## src/rtl/hazard_forward_unit.sv

```systemverilog
// hazard_forward_unit
// Forwarding and load-use hazard detection for the in-order pipeline.
// A shadow pipeline of destination records (e[1]=EX .. e[DEPTH]=WB) is compared
// against each ID-stage source. The resulting bypass select is registered into EX.
// A load whose data is not yet forwardable stalls ID and injects a bubble into EX.

module hazard_forward_unit #(
   parameter int RA_W       = 5,
   parameter int NUM_SRC    = 2,
   parameter int DEPTH      = 3,
   parameter int LOAD_READY = 3,
   localparam int SEL_W     = $clog2(DEPTH + 1)
) (
   input  logic                      clk,
   input  logic                      reset,
   input  logic                      advance,
   input  logic                      flush,
   input  logic                      id_valid,
   input  logic [NUM_SRC*RA_W-1:0]   id_rs,
   input  logic [NUM_SRC-1:0]        id_rs_used,
   input  logic [RA_W-1:0]           id_rd,
   input  logic                      id_we,
   input  logic                      id_ld,
   output logic                      stall,
   output logic                      ex_valid,
   output logic [NUM_SRC*SEL_W-1:0]  ex_fwd_sel,
   output logic [15:0]               stall_count
);

   // Shadow pipeline, index 1 = EX, index DEPTH = WB
   logic            v_reg  [1:DEPTH];
   logic [RA_W-1:0] rd_reg [1:DEPTH];
   logic            we_reg [1:DEPTH];
   logic            ld_reg [1:DEPTH];

   logic                     ex_valid_reg;
   logic [NUM_SRC*SEL_W-1:0] ex_fwd_sel_reg;
   logic [15:0]              stall_count_reg;

   logic [NUM_SRC*SEL_W-1:0] nsel_next;
   logic [NUM_SRC-1:0]       ld_hit;

   genvar gi;
   generate
      for (gi = 0; gi < NUM_SRC; gi++) begin : g_src
         logic [RA_W-1:0]  rs;
         logic [SEL_W-1:0] sel;
         logic             hit_ld;

         assign rs = id_rs[gi*RA_W +: RA_W];

         // Scan oldest to youngest so the youngest matching entry has the final say
         always_comb begin
            sel    = '0;
            hit_ld = 1'b0;
            for (int k = DEPTH; k >= 1; k--) begin
               if (v_reg[k] && we_reg[k] && (rd_reg[k] != '0) && (rd_reg[k] == rs)
                   && id_rs_used[gi] && id_valid) begin
                  // The WB entry writes the regfile on the same edge, so read the regfile
                  sel    = (k < DEPTH) ? SEL_W'(k + 1) : '0;
                  hit_ld = ld_reg[k] && ((k + 1) < LOAD_READY);
               end
            end
         end

         assign nsel_next[gi*SEL_W +: SEL_W] = sel;
         assign ld_hit[gi]                   = hit_ld;
      end
   endgenerate

   // A pending flush kills the consumer anyway, so it never needs to wait
   assign stall = id_valid && !flush && (|ld_hit);

   // Control state: entry valids, EX registers and the stall counter
   always_ff @(posedge clk) begin
      if (reset) begin
         for (int k = 1; k <= DEPTH; k++) begin
            v_reg[k] <= 1'b0;
         end
         ex_valid_reg    <= 1'b0;
         ex_fwd_sel_reg  <= '0;
         stall_count_reg <= '0;
      end else if (advance) begin
         for (int k = DEPTH; k >= 2; k--) begin
            v_reg[k] <= v_reg[k-1];
         end
         if (flush || stall) begin
            v_reg[1]       <= 1'b0;
            ex_valid_reg   <= 1'b0;
            ex_fwd_sel_reg <= '0;
         end else begin
            v_reg[1]       <= id_valid;
            ex_valid_reg   <= id_valid;
            ex_fwd_sel_reg <= nsel_next;
         end
         if (stall && (stall_count_reg != 16'hFFFF)) begin
            stall_count_reg <= stall_count_reg + 16'd1;
         end
      end
   end

   // Entry payload needs no reset; it is qualified by the valid bit
   always_ff @(posedge clk) begin
      if (advance) begin
         for (int k = DEPTH; k >= 2; k--) begin
            rd_reg[k] <= rd_reg[k-1];
            we_reg[k] <= we_reg[k-1];
            ld_reg[k] <= ld_reg[k-1];
         end
         rd_reg[1] <= id_rd;
         we_reg[1] <= id_we;
         ld_reg[1] <= id_ld;
      end
   end

   assign ex_valid    = ex_valid_reg;
   assign ex_fwd_sel  = ex_fwd_sel_reg;
   assign stall_count = stall_count_reg;

endmodule
```

## config.mk

```make
export PLATFORM = sky130hd
export DESIGN_NAME = hazard_forward_unit
export DESIGN_NICKNAME = d
export VERILOG_FILES = /design/src/rtl/hazard_forward_unit.sv
export SDC_FILE = /design/constraint.sdc
export NUM_CORES = 1
export LEC_CHECK = 0
export CAP_MARGIN = 20
export CORE_MARGIN = 2
export CORE_UTILIZATION = 30
export CTS_BUF_LIST = sky130_fd_sc_hd__clkbuf_8 sky130_fd_sc_hd__clkbuf_16
export CTS_CLUSTER_DIAMETER = 40
export CTS_CLUSTER_SIZE = 25
export DETAILED_ROUTE_END_ITERATION = 10
export GPL_ROUTABILITY_DRIVEN = 0
export SETUP_SLACK_MARGIN = 0.1
export SKIP_LAST_GASP = 1
export SLEW_MARGIN = 20
export SYNTH_ARGS = -nofsm -noshare
export SYNTH_HDL_FRONTEND = slang
export SYNTH_SLANG_ARGS = --single-unit
```

## constraint.sdc

```tcl
create_clock -name clk -period 1.85 [get_ports clk]
set_input_delay 0.37 -clock clk [delete_from_list [all_inputs] [get_ports clk]]
set_output_delay 0.37 -clock clk [all_outputs]
set_load 0.01 [all_outputs]
```

==> results.yml <==
worst_setup_path:
  crit_path_cell_trace: "buf_6, xor2_1, nor4_2, a22oi_2, buf_4, clkbuf_16, or4_1, a21oi_1"
  critical-path-max-stage-delay_ns: 0.42
  critPathSlowestCell: "or4_1"
  cp.required_ns: 2.07
  critPathArrivalTime_ns: 2.42
  cp_max_fo: 7
  worstSetupPathType: "reg2reg"
  r2r_slack_ns: -0.35
  critPathCaptureType: "register"
  critPathLaunchType: "register"
logic_synthesis:
  syn-num-nets: 215
  ys_warn_count: 0
  synth_edf_count: 15
  synth_seq_cells: 36
  synthArstFlopShare_pct: 0
  seq_area_frac_synth_pct: 45.7
  synth_top_cell_area_share_pct: 23.6
  avgSynthCellArea_um2: 10.0
  synthCells: 190
  yosys-top-cells-area: "edfxtp_1, dfxtp_1, or4_1"
  synth_area_um2: 1910
  yosys.area.top_type: "edfxtp_1"
  netlist-cell-type-count: 37
  synth_flop_cell: "dfxtp_1"
  synth.most_common_cell: "dfxtp_1"
  yosys-top-cells-count: "dfxtp_1, edfxtp_1, o21ai_0, or4_1, nand2_1"
placed_design:
  hpwlAfterDp_mm: 3.87
  place_ws_ns: -0.764
  port_buffers: 45
  place_area_um2: 2870
clock_tree:
  htreeDepth: 2
  clk_path_buf_depth: 2
  clkLatencyLatePin_ns: 0.29
  numCtsBuffers: 5
  cts_sinks: 36
  hold_buffers: 0
  root_buffer: "clkbuf_8"
  cts.clk_slew.worst_paths_ns: 0.07
  tritoncts: "done"
timing:
  setup_tns_ns: -4.55
  tightest_slew_ns: 0.392
  slew_headroom_pct: 73.6
  fin_crit_sh_pct: 119
  setup_violations: 21
  slew_viol_final: 0
  final.setup_skew_ns: 0.00599
  hold_violations: 0
  max_freq_ghz: 0.454
  rsz0062_at_grt: "yes"
  fin_crit_ns: 2.20
  layout_setup_ws_ns: -0.352
final_layout:
  largest_register_ffs: 16
  nFillCells: 553
  layout.nets: 327
  multi_input_area_um2: 1210
  stdcell_area_um2: 3330
  area_delta_synth_final_pct: 74.7
  layout-drive-gt1-share_pct: 43.2
  seqCellArea_um2: 881
  antennaDiodeCount: 0
job:
  max-cap-violations: 0
detailed_routing:
  dr_total_vias: 1893
  routedWlPerCell_um: 14.2
  via_per_inst: 4.98
  ant_nets: 0
  drc: 0
  first_pass_iters: 4
  wirelength_mm: 5.41
  drt_iter0_drc: 84
floorplanning:
  die_area_um2: 7010
  rows: 29
  core_area_um2: 6240
  die_width_um: 83.7
  start_util_pct: 30.5
  io_pins: 46
  die_h_um: 83.7
run_status:
  outcome: "finished, violations left"
  violations: "negative setup slack"
pwr:
  peakVddDrop_mv: 0.412
  switching_share_pct: 23.5
  power_frac_clock_pct: 38.4
  power_density_nw_per_um2: 547
  leakage_nw: 1.19
  power_frac_seq_pct: 47.9
  p_comb_share_pct: 13.7
  p_int_w: 0.00139
  power.switching_w: 0.000428
global_routing:
  grt_pass1_wl_mm: 8.25
  grt-ovfl-total: 0
  grt_pass1_vias: 1768
  grt_max_degree: 29
  antenna_found_initial: 0
  track_usage_pct: 14.6
worst_hold_path:
  worstHoldPathType: "reg2reg"
power by group through the flow:
stage	Clock (W)	Sequential, W	Combinational (W)
floorplan	0	0.000892	0.0000732
global placement	0	0.000891	0.000205
detailed placement	0	0.000892	0.000207
CTS	0.000712	0.000873	0.000221
global route	0.000740	0.000878	0.000269
finish	0.000700	0.000873	0.000249
through the flow:
| step | util, % | cells | hold WS, ns | total power [W] |
|---|---|---|---|---|
| global placement | 46.1 | 361 | 0.430 | 0.00110 |
| detailed placement | 46.1 | 361 | 0.441 | 0.00110 |
| global route | 53.3 | 380 | 0.488 | 0.00189 |
| CTS | 49.4 | 373 | 0.454 | 0.00181 |
| finish | 53.3 | 380 | 0.449 | 0.00182 |
| floorplan | - | 190 | 0.417 | 0.000965 |
worst max-delay path, delay by kind of cell, from the launching register on:
kind / cells / cell delay (ns)
flops: 1 / 0.41
buf+inv: 3 / 0.49
xor+xnor: 1 / 0.14
simple gates: 2 / 0.74
compound gates: 2 / 0.35
cell families (layout without fill, tap and decap cells):
| kind of cell | Yosys count | after routing | synth area share (%) |
|---|---|---|---|
| compound gates | 39 | 39 | 13.5 |
| buf+inv | 10 | 123 | 2.76 |
| mux | 4 | 4 | 2.30 |
| fa+ha+maj | 1 | 1 | 0.656 |
| xor+xnor | 20 | 20 | 9.19 |
| flops | 36 | 36 | 45.7 |
| simple gates | 80 | 80 | 25.9 |
routing by layer:
metal  track usage, %  up-vias  routed length (um)
met5                0        -                   0
met3             2.57        5                 193
met1             19.6      904                2520
met2             23.7       42                2630
li1                 -      942                   -
met4             4.84        0                  73
path summary, 6_finish.rpt:
check / start / endpoint / cells past startpoint
hold reg to reg: ex_fwd_sel[3]$_SDFFE_PP0P_ / ex_fwd_sel[3]$_SDFFE_PP0P_ / 2
setup reg to reg: rd_reg[1][1]$_DFFE_PP_ / stall_count[4]$_SDFFE_PP0P_ / 8
setup / recovery: rd_reg[1][1]$_DFFE_PP_ / stall_count[4]$_SDFFE_PP0P_ / 8
hold / removal: ex_fwd_sel[3]$_SDFFE_PP0P_ / ex_fwd_sel[3]$_SDFFE_PP0P_ / 2
layout make-up:
| cell class | instances | area share [%] |
|---|---|---|
| Clock buffer | 5 | 2.07 |
| Clock inverter | 3 | 1.28 |
| Inverter | 3 | 0.338 |
| Multi-Input combinational cell | 144 | 36.3 |
| Sequential cell | 36 | 26.5 |
| Tap cell | 77 | 2.89 |
| Timing Repair Buffer | 112 | 30.7 |
placed cells by master (no fill, tap or decap), drive strengths merged, types with 2 or more instances in the layout:
cell / instances
buf: 66
clkdlybuf4s50: 39
dfxtp: 21
edfxtp: 15
o21ai: 14
or4: 14
nand2: 13
xor2: 12
a21oi: 12
or3: 10
nor2: 10
xnor2: 8
clkbuf: 7
nand4: 6
nor4: 6
o31ai: 6
nand3: 5
nand2b: 4
inv: 3
nor2b: 3
dlygate4sd2: 3
mux2: 3
nor3: 2
o21ba: 2
dlymetal6s2s: 2
o211ai: 2
or4b: 2
what timing repair did:
item | 4_1_cts | 5_1_grt
pin swaps | 12 | 16
endpoints found under the setup margin | 23 | 24
gates cloned | 0 | 2
gates resized for setup | 24 | 33
setup buffers | 4 | 5
No activity file was read; power rests on OpenSTA's default activity.
